### config.mk
export PLATFORM = sky130hd
export DESIGN_NAME = ysyx_22041211_ifu_flat
export DESIGN_NICKNAME = d
export VERILOG_FILES = /design/src/rtl/ysyx_22041211_ifu_pkg.sv /design/src/rtl/ysyx_22041211_ifu_if.sv /design/src/rtl/ysyx_22041211_ifu_reg.sv /design/src/rtl/ysyx_22041211_ifu.sv /design/src/flat_wrapper.sv
export SDC_FILE = /design/constraint.sdc
export NUM_CORES = 1
export LEC_CHECK = 0
export BUFFER_PORTS_ARGS = -buffer_cell sky130_fd_sc_hd__buf_2
export CORE_MARGIN = 4
export CORE_UTILIZATION = 43
export DETAILED_ROUTE_END_ITERATION = 8
export PLACE_DENSITY_LB_ADDON = 0.05
export SYNTH_ARGS = -nofsm -noshare
export SYNTH_HDL_FRONTEND = slang
export SYNTH_HIERARCHICAL = 1
export SYNTH_SLANG_ARGS = --single-unit
### constraint.sdc
create_clock -name clk -period 4.8 [get_ports clk]
set_clock_uncertainty 0.2 [all_clocks]
set_input_delay 0.96 -clock clk [delete_from_list [all_inputs] [get_ports clk]]
set_output_delay 0.96 -clock clk [all_outputs]
set_load 0.01 [all_outputs]
### src/rtl/ysyx_22041211_ifu_pkg.sv
// Shared constants and types for the instruction fetch unit.
package ysyx_22041211_ifu_pkg;

    localparam int unsigned XLEN = 32;
    localparam logic [XLEN-1:0] IFU_RESET_PC = 32'h8000_0000;
    localparam logic [XLEN-1:0] IFU_NOP_INST = 32'h0000_0013;

    typedef enum logic [1:0] {
        IFU_REQ  = 2'd0,
        IFU_WAIT = 2'd1,
        IFU_HOLD = 2'd2
    } ifu_state_e;

    function automatic logic misaligned(input logic [XLEN-1:0] addr);
        return addr[1:0] != 2'b00;
    endfunction

endpackage

### src/rtl/ysyx_22041211_ifu_if.sv
// SRAM-like instruction memory port: one request channel, one response pulse.
interface ysyx_22041211_ifu_if;
    import ysyx_22041211_ifu_pkg::*;

    logic            req_valid;
    logic            req_ready;
    logic [XLEN-1:0] req_addr;
    logic            rsp_valid;
    logic [XLEN-1:0] rsp_data;
    logic            rsp_err;

    modport master (
        output req_valid, req_addr,
        input  req_ready, rsp_valid, rsp_data, rsp_err
    );

    modport slave (
        input  req_valid, req_addr,
        output req_ready, rsp_valid, rsp_data, rsp_err
    );

endinterface

### src/rtl/ysyx_22041211_ifu_reg.sv
// Generic enable register with synchronous active-high reset.
module ysyx_22041211_Reg #(
    parameter int unsigned        WIDTH     = 1,
    parameter logic [WIDTH-1:0]   RESET_VAL = '0
) (
    input  logic             clk,
    input  logic             rst,
    input  logic             wen_i,
    input  logic [WIDTH-1:0] d_i,
    output logic [WIDTH-1:0] q_o
);

    always_ff @(posedge clk) begin
        if (rst)        q_o <= RESET_VAL;
        else if (wen_i) q_o <= d_i;
    end

endmodule

### src/rtl/ysyx_22041211_ifu.sv
// Instruction fetch unit: owns the PC, runs one fetch at a time, hands {inst, pc}
// to the decoder and squashes wrong-path fetches on redirect.
module ysyx_22041211_ifu
    import ysyx_22041211_ifu_pkg::*;
#(
    parameter logic [XLEN-1:0] RESET_PC = IFU_RESET_PC,
    parameter logic [XLEN-1:0] NOP_INST = IFU_NOP_INST
) (
    input  logic                       clk,
    input  logic                       rst,
    ysyx_22041211_ifu_if.master        imem,
    input  logic                       redirect_valid_i,
    input  logic [XLEN-1:0]            redirect_pc_i,
    output logic                       inst_valid_o,
    input  logic                       inst_ready_i,
    output logic [XLEN-1:0]            inst_o,
    output logic [XLEN-1:0]            pc_o,
    output logic                       fetch_err_o
);

    ifu_state_e      state_q;
    logic            drop_q, drop_d;
    logic [XLEN-1:0] pc_q, pc_d;
    logic [XLEN-1:0] inst_q, pco_q;
    logic            err_q;
    logic            pc_we, req_hs, inst_hs, redir_mis;

    assign imem.req_valid = (state_q == IFU_REQ);
    assign imem.req_addr  = pc_q;
    assign inst_valid_o   = (state_q == IFU_HOLD);
    assign inst_o         = inst_q;
    assign pc_o           = pco_q;
    assign fetch_err_o    = err_q;

    assign req_hs    = imem.req_valid & imem.req_ready;
    assign inst_hs   = inst_valid_o & inst_ready_i;
    assign redir_mis = misaligned(redirect_pc_i);

    assign pc_we = redirect_valid_i | inst_hs;
    assign pc_d  = redirect_valid_i ? redirect_pc_i : pc_q + 32'd4;

    ysyx_22041211_Reg #(.WIDTH(XLEN), .RESET_VAL(RESET_PC)) u_pc_reg (
        .clk   (clk),
        .rst   (rst),
        .wen_i (pc_we),
        .d_i   (pc_d),
        .q_o   (pc_q)
    );

    // A stale response clears drop in whatever state it lands; a redirect arms it
    // whenever a request on the old pc is (or is about to be) outstanding.
    assign drop_d = (redirect_valid_i & ((state_q == IFU_REQ  & req_hs) |
                                         (state_q == IFU_WAIT & ~imem.rsp_valid)))
                  | (drop_q & ~imem.rsp_valid);

    always_ff @(posedge clk) begin
        if (rst) begin
            state_q <= IFU_REQ;
            drop_q  <= 1'b0;
            inst_q  <= NOP_INST;
            pco_q   <= '0;
            err_q   <= 1'b0;
        end else begin
            drop_q <= drop_d;
            if (redirect_valid_i) begin
                if (redir_mis) begin
                    state_q <= IFU_HOLD;
                    inst_q  <= NOP_INST;
                    pco_q   <= redirect_pc_i;
                    err_q   <= 1'b1;
                end else begin
                    unique case (state_q)
                        IFU_REQ:  state_q <= req_hs ? IFU_WAIT : IFU_REQ;
                        IFU_WAIT: state_q <= imem.rsp_valid ? IFU_REQ : IFU_WAIT;
                        default:  state_q <= IFU_REQ;
                    endcase
                end
            end else begin
                unique case (state_q)
                    IFU_REQ: if (req_hs) state_q <= IFU_WAIT;
                    IFU_WAIT: begin
                        if (imem.rsp_valid) begin
                            if (drop_q) begin
                                state_q <= IFU_REQ;
                            end else begin
                                state_q <= IFU_HOLD;
                                inst_q  <= imem.rsp_err ? NOP_INST : imem.rsp_data;
                                pco_q   <= pc_q;
                                err_q   <= imem.rsp_err;
                            end
                        end
                    end
                    IFU_HOLD: if (inst_ready_i) state_q <= IFU_REQ;
                    default:  state_q <= IFU_REQ;
                endcase
            end
        end
    end

endmodule

### src/flat_wrapper.sv
// flat-port wrapper written by rule: the top's interface ports become plain ports
module ysyx_22041211_ifu_flat import ysyx_22041211_ifu_pkg::*;
#(
    parameter logic [XLEN-1:0] RESET_PC = IFU_RESET_PC,
    parameter logic [XLEN-1:0] NOP_INST = IFU_NOP_INST
)
  (clk, rst, redirect_valid_i, redirect_pc_i, inst_valid_o, inst_ready_i, inst_o, pc_o, fetch_err_o, imem_req_valid, imem_req_addr, imem_req_ready, imem_rsp_valid, imem_rsp_data, imem_rsp_err);
  ysyx_22041211_ifu_if imem_i ();
  input  logic clk;
  input  logic rst;
  input  logic redirect_valid_i;
  input  logic [XLEN-1:0] redirect_pc_i;
  output logic inst_valid_o;
  input  logic inst_ready_i;
  output logic [XLEN-1:0] inst_o;
  output logic [XLEN-1:0] pc_o;
  output logic fetch_err_o;
  output wire logic [$bits(imem_i.req_valid)-1:0] imem_req_valid;
  output wire logic [$bits(imem_i.req_addr)-1:0] imem_req_addr;
  input wire logic [$bits(imem_i.req_ready)-1:0] imem_req_ready;
  input wire logic [$bits(imem_i.rsp_valid)-1:0] imem_rsp_valid;
  input wire logic [$bits(imem_i.rsp_data)-1:0] imem_rsp_data;
  input wire logic [$bits(imem_i.rsp_err)-1:0] imem_rsp_err;
  assign imem_req_valid = imem_i.req_valid;
  assign imem_req_addr = imem_i.req_addr;
  assign imem_i.req_ready = imem_req_ready;
  assign imem_i.rsp_valid = imem_rsp_valid;
  assign imem_i.rsp_data = imem_rsp_data;
  assign imem_i.rsp_err = imem_rsp_err;
  ysyx_22041211_ifu #(.RESET_PC(RESET_PC), .NOP_INST(NOP_INST)) u_core (.clk(clk), .rst(rst), .imem(imem_i), .redirect_valid_i(redirect_valid_i), .redirect_pc_i(redirect_pc_i), .inst_valid_o(inst_valid_o), .inst_ready_i(inst_ready_i), .inst_o(inst_o), .pc_o(pc_o), .fetch_err_o(fetch_err_o));
endmodule
==> insert_results.sql, run 1 <==
INSERT INTO impl_metrics (metric_group, metric, value, unit) VALUES
('finish', 'filler_cell_count', '1025', ''),
('timing', 'worst_slew_pin_slew', '1.139', 'ns'),
('floorplanning', 'placeable_core_region', '10420', 'um2'),
('logic_synthesis', 'postSynthAreaPerCell', '8.573', 'um2'),
('timing', 'maxSlewHeadroom', '23.35', '%'),
('logic_synthesis', 'synth.lib_cells_used.distinct', '44', ''),
('pwr', 'switching_share', '27.80', '%'),
('logic_synthesis', 'leading_cell_types_by_total_area_after_synthesis', 'dfxtp_1, mux2i_1, nor2_1', ''),
('logic_synthesis', 'area_fraction_in_and_or_nand_and_nor_cells_after_synthesis', '22.20', '%'),
('clock_tree', 'cts_root_buf', 'clkbuf_8', ''),
('pwr', 'finalPower', '1.778', 'mW'),
('logic_synthesis', 'yosys.area_share.xor_xnor', '2.455', '%'),
('finish', 'final_nets', '758', ''),
('run_status', 'run_status', 'complete, no violations', ''),
('floorplanning', 'die_area', '12510', 'um2'),
('logic_synthesis', 'share_of_synthesized_area_occupied_by_flip_flops_and_latches', '43.16', '%'),
('logic_synthesis', 'synthesis.nets', '613', ''),
('pwr', 'p_per_area', '311.0', 'nW/um2'),
('job', 'maxCapViolCount', '0', ''),
('logic_synthesis', 'muxShareOfSynthArea', '11.11', '%'),
('logic_synthesis', 'synth_compound_area_share', '15.48', '%'),
('logic_synthesis', 'synth_edf_count', '0', ''),
('critical_path', 'slowest_stage', 'nor4_1', ''),
('pwr', 'p_leak', '2.551', 'nW'),
('global_routing', 'antenna_violations_before_repair', '0', ''),
('timing', 'finalMaxSlewViolations', '0', ''),
('clock_tree', 'cts-hold-fix-buffers', '0', ''),
('timing', 'timing.fmax', '350.7', 'MHz'),
('clock_tree', 'numCtsBuffers', '9', ''),
('critical_path', 'startpoint', 'u_core/u_pc_reg/q_o[5]', ''),
('timing', 'finalHoldViolCount', '0', ''),
('logic_synthesis', 'ys.warnings.count', '6', ''),
('detailed_routing', 'num_vias', '4360', ''),
('critical_path', 'critPathBufInv', '0', ''),
('finish', 'stdcell_count', '826', ''),
('global_routing', 'grt_first_pass_wirelength', '20420', 'um'),
('floorplanning', 'placementRows', '37', ''),
('min_path', 'holdCritStartpoint', 'u_core/inst_o[4]', ''),
('critical_path', 'end_kind', 'flop', ''),
('detailed_routing', 'first_pass_iters', '4', ''),
('timing', 'setup_viol_count_final', '0', ''),
('logic_synthesis', 'post_synth_fa_ha_maj_area_fraction', '0.2698', '%'),
('logic_synthesis', 'dominant_combinational_cell_family_by_area_after_synthesis', 'simple AND/OR/NAND/NOR gates', ''),
('global_routing', 'grt_pass1_vias', '4134', ''),
('logic_synthesis', 'fraction_of_registers_with_async_set_reset', '0', '%'),
('clock_tree', 'clockBufferDepth', '2', ''),
('global_routing', 'overflow_left_after_global_routing', '0', ''),
('detailed_routing', 'drt_iter0_markers', '285', ''),
('floorplanning', 'die_width', '111.9', 'um'),
('finish', 'layout_common_cells', 'buf_2, nor2_1, dfxtp_1', ''),
('timing', 'fin_crit_sh', '59.41', '%'),
('global_routing', 'maximum_number_of_pins_on_one_net_before_global_route_repair', '101', ''),
('finish', 'final_common_cell', 'buf_2', ''),
('floorplanning', 'starting_density_of_the_core', '44.53', '%'),
('finish', 'insertedDiodeCount', '0', ''),
('finish', 'drive_above_1_share', '29.13', '%'),
('pwr', 'internal-power', '1.284', 'mW'),
('timing', 'rsz0062_at_grt', 'no', ''),
('global_routing', 'grt_util_all_layers', '19.64', '%'),
('min_path', 'holdCritPathClass', 'reg -> reg', ''),
('pwr', 'p_seq_share', '51.6', '%'),
('detailed_routing', 'wirelength', '12880', 'um'),
('pwr', 'p_sw', '0.4942', 'mW'),
('critical_path', 'data_arrival_time_at_the_worst_slack_endpoint', '2.91', 'ns'),
('clock_tree', 'clkLatencyLatePin', '0.36', 'ns'),
('place', 'dpl.cell_count', '811', ''),
('logic_synthesis', 'syn_inst', '541', ''),
('detailed_routing', 'drc', '0', ''),
('critical_path', 'worst-path-max-fanout', '11', ''),
('critical_path', 'reg2reg_from', 'u_core/u_pc_reg/q_o[5]', ''),
('logic_synthesis', 'synthDominantCellAreaShare', '43.16', '%');
synth_stat cells, types with 7 or more instances:
| cell type | instances |
|---|---|
| nand2_1 | 49 |
| a22oi_1 | 32 |
| nor3_1 | 14 |
| dfxtp_1 | 100 |
| a311oi_1 | 16 |
| xnor2_1 | 9 |
| nand3_1 | 13 |
| a211oi_1 | 14 |
| mux2i_1 | 47 |
| o21ai_0 | 18 |
| clkbuf_1 | 34 |
| or4_1 | 7 |
| nor2_1 | 107 |
layer usage:
metal	global-route usage, %	vias to the layer above	routed length [um]	share of wire, %
li1	-	2219	-	-
met1	25.71	2005	5771	45
met2	31.77	123	6104	47
met3	5.272	13	837	6.5
met4	5.839	0	167	1.3
met5	0	-	0	0
tightest hold or removal path: cells and delay by family, from the launching register on:
kind | cells | cell delay [ns]
flip-flops | 1 | 0.33
AND/OR/NAND/NOR | 1 | 0.06
AO/OA/AOI/OAI | 1 | 0.08
registers in the layout, indices dropped and copies added, names as in the netlist:
register and flops:
u_core/inst_o 32, u_core/u_pc_reg/q_o 32, u_core/state_q 2, u_core/pc_o 32, u_core/drop_q 1, u_core/fetch_err_o 1
power by group through the flow:
| stage | Clock, mW | Combinational (mW) | Sequential, mW |
|---|---|---|---|
| 6_report | 0.588 | 0.273 | 0.917 |
| 3_3_place_gp | 0 | 0.269 | 0.935 |
| 4_1_cts | 0.604 | 0.275 | 0.917 |
| 3_5_place_dp | 0 | 0.274 | 0.936 |
| 5_1_grt | 0.643 | 0.302 | 0.925 |
| 2_1_floorplan | 0 | 0.156 | 0.947 |
per-stage QoR:
step | worst slack [ns] | hold slack, ns | instance area [um2] | utilization (%)
finish | 1.948 | 0.2980 | 5717 | 54.88
detailed placement | 1.889 | 0.2741 | 5504 | 52.84
floorplan | 2.193 | 0.2841 | 4638 | -
global route | 1.768 | 0.3194 | 5717 | 54.88
CTS | 1.965 | 0.2999 | 5717 | 54.88
global placement | 1.970 | 0.2722 | 5504 | 52.84
cell type report:
cell class                 instances  area [um2]  share of cell area [%]
clock buffer                       9       123.9                   2.167
clock inverter                     6       88.84                   1.554
inverter                           6       22.52                  0.3940
multi-input combinational        393        2409                   42.13
sequential                       100        2002                   35.02
tap                              136       170.2                   2.977
timing repair buffer             176       900.9                   15.76
path summary, 6_finish.rpt:
check                                  to  slack, ns  cells after the start
setup / recovery  u_core/u_pc_reg/q_o[31]       1.95                      5
hold / removal           u_core/inst_o[4]       0.30                      2
setup reg to reg  u_core/u_pc_reg/q_o[31]       1.95                      5
hold reg to reg          u_core/inst_o[4]       0.30                      2
kinds of logic after synthesis:
kind of cell | after synthesis
buffers and inverters | 48
AND/OR/NAND/NOR | 227
adder cells (fa/ha/maj) | 1
AO/OA/AOI/OAI | 101
XOR/XNOR | 13
flip-flops | 100
multiplexers | 51
Note: power is estimated with default switching activity, not from simulation.
==> run 2: changes to the inputs <==
==> constraint.sdc (replaced) <==
create_clock -name clk -period 2.8 [get_ports clk]
set_clock_uncertainty 0.2 [all_clocks]
set_input_delay 0.56 -clock clk [delete_from_list [all_inputs] [get_ports clk]]
set_output_delay 0.56 -clock clk [all_outputs]
set_load 0.01 [all_outputs]
==> run 2 against run 1 <==
Against the previous run: routed wire length down 0.32%; first-iteration DRC count down 18%; cell area up 1.6%; clock power up 61%; non-clock buffer count up 9; critical path depth up 2; utilization up 0.88 points; sequential cell count unchanged; hold slack worse by 0.10 ns; register-to-register slack worse by 1.9 ns; via count up 2.5%; critical endpoint is now u_core/u_pc_reg/q_o[28]; largest cell class unchanged.
==> insert_results.sql, run 2 (synthesis gave the netlist of run 1 again) <==
INSERT INTO impl_metrics (metric_group, metric, value, unit) VALUES
('timing', 'finalHoldViolCount', '0', ''),
('floorplanning', 'floorplan.io_pins', '170', ''),
('global_routing', 'maximum_number_of_pins_on_one_net_before_global_route_repair', '59', ''),
('pwr', 'finalPower', '3.004', 'mW'),
('global_routing', 'grt_first_pass_wirelength', '20750', 'um'),
('finish', 'final_common_cell', 'buf_2', ''),
('place', 'detailed_place.area', '5609', 'um2'),
('critical_path', 'worst-endpoint-required', '2.91', 'ns'),
('critical_path', 'end_kind', 'flop', ''),
('timing', 'maxSlewHeadroom', '58.01', '%'),
('pwr', 'vdd.ir_drop.worst', '0.3257', 'mV'),
('timing', 'timing.fmax', '367.9', 'MHz'),
('clock_tree', 'clockBufferDepth', '2', ''),
('finish', 'filler_cell_count', '1007', ''),
('place', 'gp_congestion', '0.8090', ''),
('critical_path', 'timing_worst_setup_path_type', 'reg -> reg', ''),
('min_path', 'hold_path_depth', '3', ''),
('clock_tree', 'clk_pin_slew', '0.10', 'ns'),
('timing', 'rsz0062_at_grt', 'no', ''),
('detailed_routing', 'first_pass_iters', '7', ''),
('detailed_routing', 'wirelength', '12840', 'um'),
('finish', 'final_core_utilization', '55.76', '%'),
('detailed_routing', 'drt_iter0_markers', '234', ''),
('clock_tree', 'cts-hold-fix-buffers', '0', ''),
('floorplanning', 'starting_density_of_the_core', '44.53', '%'),
('finish', 'insertedDiodeCount', '0', ''),
('finish', 'final_nets', '767', ''),
('clock_tree', 'cts_num_sinks', '100', ''),
('detailed_routing', 'dr_wl_cell', '15.38', 'um'),
('run_status', 'run_status', 'complete, no violations', ''),
('floorplanning', 'placeable_core_region', '10420', 'um2'),
('pwr', 'p_per_area', '517.3', 'nW/um2'),
('timing', 'total_negative_setup_slacks', '0', 'ns'),
('timing', 'period_minus_slack', '2.718', 'ns'),
('timing', 'setup_viol_count_final', '0', ''),
('clock_tree', 'postCtsSetupRepairBufs', '0', ''),
('detailed_routing', 'route.detailed.vias_per_inst', '5.353', ''),
('clock_tree', 'clkLatencyLatePin', '0.37', 'ns'),
('critical_path', 'data_arrival_time_at_the_worst_slack_endpoint', '2.83', 'ns'),
('clock_tree', 'ctsHtreeMaxLevel', '3', ''),
('finish', 'stdcell_count', '835', ''),
('detailed_routing', 'drc', '0', ''),
('detailed_routing', 'num_vias', '4470', ''),
('floorplanning', 'placementRows', '37', ''),
('finish', 'stdcell_area', '5808', 'um2'),
('place', 'dp.final_hpwl', '8996', 'um'),
('timing', 'finalMaxSlewViolations', '0', ''),
('finish', 'drive_above_1_share', '30.04', '%'),
('critical_path', 'startpoint_type', 'flop', ''),
('floorplanning', 'die_y', '111.9', 'um'),
('global_routing', 'overflow_left_after_global_routing', '0', ''),
('critical_path', 'cell_count_of_the_worst_reg_to_reg_path', '7', ''),
('critical_path', 'worst-path-max-fanout', '9', ''),
('detailed_routing', 'antenna_violating_nets_post_route', '0', ''),
('place', 'dpl.cell_count', '820', ''),
('clock_tree', 'cts_root_buf', 'clkbuf_8', ''),
('clock_tree', 'tritoncts', 'built', ''),
('global_routing', 'grt_util_all_layers', '20.07', '%'),
('clock_tree', 'numCtsBuffers', '9', ''),
('place', 'portBuffers', '169', ''),
('timing', 'worst_slew_pin_slew', '0.6298', 'ns'),
('global_routing', 'grt_pass1_vias', '4193', ''),
('global_routing', 'antenna_violations_before_repair', '0', ''),
('min_path', 'holdCritPathClass', 'in -> reg', ''),
('finish', 'area.growth.synth_to_final', '25.22', '%'),
('floorplanning', 'die_area', '12510', 'um2'),
('finish', 'layout_common_cells', 'buf_2, nor2_1, dfxtp_1', ''),
('pwr', 'p_leak', '2.611', 'nW'),
('floorplanning', 'die_width', '111.9', 'um'),
('clock_tree', 'post_cts_resize_count', '0', ''),
('timing', 'fin_crit_sh', '97.08', '%'),
('job', 'maxCapViolCount', '0', '');
-- run 2: routing by layer --
metal / track usage, % / vias up / wire length, um
li1: - / 2231 / -
met1: 26.13 / 2088 / 5711
met2: 32.49 / 135 / 6123
met3: 4.293 / 16 / 767
met4: 7.948 / 0 / 236
met5: 0 / - / 0
-- run 2: final cells by class --
type / count / area [um2] / share of cell area [%]
well taps: 136 / 170.2 / 2.930
flip-flops and latches: 100 / 2002 / 34.47
clock inverters: 5 / 61.31 / 1.056
repair buffers: 185 / 1006 / 17.32
inverters: 6 / 22.52 / 0.3878
clock buffers: 10 / 137.6 / 2.370
multi-input cells: 393 / 2409 / 41.47
-- run 2: worst paths after layout --
path	from	end	slack, ns
worst max-delay path	u_core/u_pc_reg/q_o[3]	u_core/u_pc_reg/q_o[28]	0.08
worst min-delay path	imem_rsp_data[0]	u_core/inst_o[0]	0.20
worst max register to register	u_core/u_pc_reg/q_o[3]	u_core/u_pc_reg/q_o[28]	0.08
worst min register to register	u_core/inst_o[0]	u_core/inst_o[0]	0.30
-- run 2: critical path: stages (launching register included) --
cell and delay, ns:
dfxtp_1 0.41, ha_1 0.24, nand2_1 0.14, or4_1 0.73, or4_1 0.53, a31oi_1 0.19, mux2i_1 0.10, nor2_1 0.10
-- run 2: power breakdown --
part / internal (mW) / switching, mW / leakage (nW)
registers: 1.50 / 0.0691 / 0.819
logic: 0.218 / 0.274 / 1.69
clock network: 0.438 / 0.509 / 0.103
-- run 2: per-stage QoR --
stage	setup slack, ns	hold WS, ns
5_1_grt	0.01600	0.1900
4_1_cts	0.1537	0.1766
3_5_place_dp	0.1658	0.2751
3_3_place_gp	0.2418	0.2704
6_report	0.08168	0.1961
2_1_floorplan	0.3066	0.2841
==> run 3: changes to the inputs <==
--- a/config.mk
+++ b/config.mk
@@ -5,6 +5,7 @@
 export SDC_FILE = /design/constraint.sdc
 export NUM_CORES = 1
 export LEC_CHECK = 0
+export ABC_AREA = 1
 export BUFFER_PORTS_ARGS = -buffer_cell sky130_fd_sc_hd__buf_2
 export CORE_MARGIN = 4
 export CORE_UTILIZATION = 43
==> constraint.sdc (replaced) <==
create_clock -name clk -period 2.6 [get_ports clk]
set_clock_uncertainty 0.2 [all_clocks]
set_input_delay 0.52 -clock clk [delete_from_list [all_inputs] [get_ports clk]]
set_output_delay 0.52 -clock clk [all_outputs]
set_load 0.01 [all_outputs]
==> run 3 against run 2 <==
Against the previous run: via count is 19% higher; maximum frequency is 22% higher; combinational power is 40% higher; setup slack better by 0.29 ns; cell area is 8.6% higher; hold slack worse by 0.0076 ns; non-clock buffer count is 1 lower; first-iteration DRC count is 35% higher; synthesized cell count is 52% higher; critical path depth is 5 higher; critical path type unchanged; largest power group unchanged; highest routed layer unchanged.
==> insert_results.sql, run 3 <==
INSERT INTO impl_metrics (metric_group, metric, value, unit) VALUES
('detailed_routing', 'detail_route.wirelength.met1', '6695', 'um'),
('global_routing', 'grt_pass1_vias', '4547', ''),
('pwr', 'p_leak', '3.309', 'nW'),
('floorplanning', 'placeable_core_region', '11470', 'um2'),
('timing', 'timing.fmax', '448.3', 'MHz'),
('finish', 'area.growth.synth_to_final', '24.36', '%'),
('finish', 'stdcell_area', '6305', 'um2'),
('pwr', 'p_per_area', '615.1', 'nW/um2'),
('detailed_routing', 'wirelength', '14780', 'um'),
('clock_tree', 'numCtsBuffers', '9', ''),
('logic_synthesis', 'postSynthAreaPerCell', '6.160', 'um2'),
('timing', 'period_minus_slack', '2.231', 'ns'),
('finish', 'layout_common_cells', 'nand2_1, buf_2, nor2_1', ''),
('timing', 'rsz0062_at_grt', 'no', ''),
('detailed_routing', 'drc', '0', ''),
('timing', 'maxSlewHeadroom', '56.67', '%'),
('timing', 'finalHoldViolCount', '0', ''),
('timing', 'setup_viol_count_final', '0', ''),
('detailed_routing', 'top_routing_layer_in_use', 'met4', ''),
('pwr', 'finalPower', '3.878', 'mW'),
('floorplanning', 'die_width', '116.6', 'um'),
('detailed_routing', 'num_vias', '5316', ''),
('critical_path', 'worst-endpoint-required', '2.64', 'ns'),
('logic_synthesis', 'synth.lib_cells_used.distinct', '24', ''),
('global_routing', 'maximum_number_of_pins_on_one_net_before_global_route_repair', '65', ''),
('critical_path', 'longest_individual_stage_delay_on_the_worst_path', '0.43', 'ns'),
('critical_path', 'startpoint', 'u_core/u_pc_reg/q_o[2]', ''),
('clock_tree', 'clkLatencyLatePin', '0.34', 'ns'),
('critical_path', 'cp_num_cells', '12', ''),
('timing', 'total_negative_setup_slacks', '0', 'ns'),
('finish', 'insertedDiodeCount', '0', ''),
('global_routing', 'grt_first_pass_wirelength', '22760', 'um'),
('finish', 'final_common_cell', 'nand2_1', ''),
('place', 'portBuffers', '169', ''),
('critical_path', 'critPathBufInv', '2', ''),
('clock_tree', 'clk_pin_slew', '0.07', 'ns'),
('clock_tree', 'postCtsSetupRepairBufs', '0', ''),
('place', 'dp.final_hpwl', '10950', 'um'),
('detailed_routing', 'dr_wl_cell', '13.11', 'um'),
('critical_path', 'timing_worst_setup_path_type', 'reg -> reg', ''),
('clock_tree', 'clockBufferDepth', '2', ''),
('logic_synthesis', 'syn_inst', '823', ''),
('run_status', 'run_status', 'complete, no violations', ''),
('detailed_routing', 'first_pass_iters', '5', ''),
('job', 'maxCapViolCount', '0', ''),
('floorplanning', 'starting_density_of_the_core', '44.21', '%'),
('detailed_routing', 'wl_met2', '6910', 'um'),
('detailed_routing', 'route.detailed.vias_per_inst', '4.717', ''),
('critical_path', 'cell_count_of_the_worst_reg_to_reg_path', '12', ''),
('critical_path', 'end_kind', 'flop', ''),
('floorplanning', 'die_area', '13590', 'um2'),
('logic_synthesis', 'post_synth_most_frequent_cells', 'nand2_1, nor2_1, dfxtp_1, inv_1, o21ai_0', ''),
('logic_synthesis', 'synthDominantCellAreaShare', '39.49', '%'),
('clock_tree', 'cts_root_buf', 'clkbuf_16', ''),
('critical_path', 'worst-path-max-fanout', '7', ''),
('place', 'detailed_place.area', '5981', 'um2'),
('clock_tree', 'ctsHtreeMaxLevel', '3', ''),
('finish', 'stdcell_count', '1127', ''),
('pwr', 'vdd.ir_drop.worst', '0.3892', 'mV'),
('critical_path', 'startpoint_type', 'flop', ''),
('detailed_routing', 'drt_iter0_markers', '315', ''),
('logic_synthesis', 'synthesis.nets', '895', ''),
('critical_path', 'data_arrival_time_at_the_worst_slack_endpoint', '2.27', 'ns'),
('critical_path', 'slowest_stage', 'dfxtp_1', ''),
('logic_synthesis', 'post-synth-top-count-cell', 'nand2_1', ''),
('detailed_routing', 'routed-wl-met3', '1065', 'um'),
('logic_synthesis', 'synth_area', '5070', 'um2'),
('timing', 'finalMaxSlewViolations', '0', ''),
('detailed_routing', 'antenna_violating_nets_post_route', '0', ''),
('logic_synthesis', 'synthDominantAreaCellType', 'dfxtp_1', ''),
('critical_path', 'reg2reg_from', 'u_core/u_pc_reg/q_o[2]', ''),
('global_routing', 'overflow_left_after_global_routing', '0', ''),
('logic_synthesis', 'fraction_of_registers_with_async_set_reset', '0', '%'),
('timing', 'fin_crit_sh', '85.79', '%'),
('min_path', 'holdCritPathClass', 'in -> reg', ''),
('floorplanning', 'die_y', '116.6', 'um'),
('clock_tree', 'tritoncts', 'built', ''),
('clock_tree', 'post_cts_resize_count', '0', ''),
('critical_path', 'worst-r2r-setup-slack', '0.37', 'ns'),
('critical_path', 'path_cells', 'ha_1, nand3_1, nor2_1, nand3_1, nor2_1, nand3_1, nand2_1, inv_1, inv_1, nand2_1, nand2_1, nor2_1', ''),
('finish', 'final_nets', '1051', ''),
('min_path', 'holdCritStartpoint', 'rst', ''),
('global_routing', 'grt_util_all_layers', '20.97', '%'),
('floorplanning', 'placementRows', '39', ''),
('timing', 'worst_slew_pin_slew', '0.6490', 'ns'),
('logic_synthesis', 'synth_seq_cells', '100', ''),
('place', 'gp_congestion', '0.8273', ''),
('critical_path', 'timing.critical_path.max_delay_family', 'simple AND/OR/NAND/NOR gates', ''),
('finish', 'drive_above_1_share', '22.05', '%'),
('logic_synthesis', 'ys.warnings.count', '6', ''),
('logic_synthesis', 'ys.flop_type', 'dfxtp_1', ''),
('clock_tree', 'cts-hold-fix-buffers', '0', ''),
('global_routing', 'antenna_violations_before_repair', '0', ''),
('place', 'dpl.cell_count', '1111', ''),
('logic_synthesis', 'synth_edf_count', '0', ''),
('critical_path', 'end_of_the_worst_register_to_register_path', 'u_core/u_pc_reg/q_o[30]', ''),
('logic_synthesis', 'leading_cell_types_by_total_area_after_synthesis', 'dfxtp_1, nand2_1, nor2_1', ''),
('clock_tree', 'cts_num_sinks', '100', ''),
('logic_synthesis', 'share_of_synthesized_area_occupied_by_flip_flops_and_latches', '39.49', '%'),
('floorplanning', 'floorplan.io_pins', '170', ''),
('critical_path', 'cp-endpoint', 'u_core/u_pc_reg/q_o[30]', '');
run 3: cell types whose count changed in the layout (fill, tap and decap cells not counted), moves of 16 or more:
cell | before | now
nor2_1 | 107 | 159
a21oi_1 | 3 | 35
nand2_1 | 48 | 257
a311oi_1 | 16 | 0
o21ai_0 | 18 | 59
a22oi_1 | 32 | 0
mux2i_1 | 47 | 1
inv_1 | 6 | 95
run 3: layer usage:
layer / GRT usage, % / vias up
li1: - / 2837
met1: 28.10 / 2315
met2: 35.55 / 157
met3: 3.264 / 7
met4: 5.046 / 0
met5: 0 / -
run 3: worst min path at each step:
| stage | to | slack (ns) | cells past startpoint |
|---|---|---|---|
| floorplan | u_core/drop_q | 0.24 | 2 |
| global placement | u_core/inst_o[19] | 0.25 | 2 |
| detailed placement | u_core/inst_o[18] | 0.25 | 2 |
| CTS | u_core/pc_o[15] | 0.18 | 2 |
| global route | u_core/pc_o[15] | 0.20 | 2 |
| finish | u_core/pc_o[15] | 0.19 | 2 |
run 3: report_power, final:
part	internal [mW]	switching (mW)
sequential	1.64	0.0935
combinational	0.269	0.422
clock	0.851	0.603
run 3: stage by stage:
| step | hold slack (ns) | setup slack (ns) | util [%] |
|---|---|---|---|
| detailed placement | 0.2527 | 0.3352 | 52.15 |
| global route | 0.2032 | 0.1622 | 54.98 |
| floorplan | 0.2437 | 0.7328 | - |
| CTS | 0.1830 | 0.3944 | 54.98 |
| global placement | 0.2502 | 0.3252 | 52.15 |
| finish | 0.1885 | 0.3695 | 54.98 |
run 3: cell families after synthesis:
family	count (synthesis)	share of synthesized area, %
and+or+nand+nor	472	36.82
adders and majority gates	1	0.2468
muxes	1	0.1974
AOI/OAI and AO/OA	112	11.18
DFF	100	39.49
buffers and inverters	137	12.07
run 3: cell type report:
type	instances	area (um2)
Clock buffer	9	225.2
Clock inverter	7	98.84
Fill cell	1223	5162
Inverter	98	367.9
Multi-Input combinational cell	586	2461
Sequential cell	100	2002
Tap cell	143	178.9
Timing Repair Buffer	184	970.9
run 3: worst reg2reg max path: stages, from the launching register on:
cell and delay [ns]:
dfxtp_1 0.43, ha_1 0.27, nand3_1 0.12, nor2_1 0.35, nand3_1 0.18, nor2_1 0.21, nand3_1 0.09, nand2_1 0.07
inv_1 0.03, inv_1 0.04, nand2_1 0.04, nand2_1 0.06, nor2_1 0.04
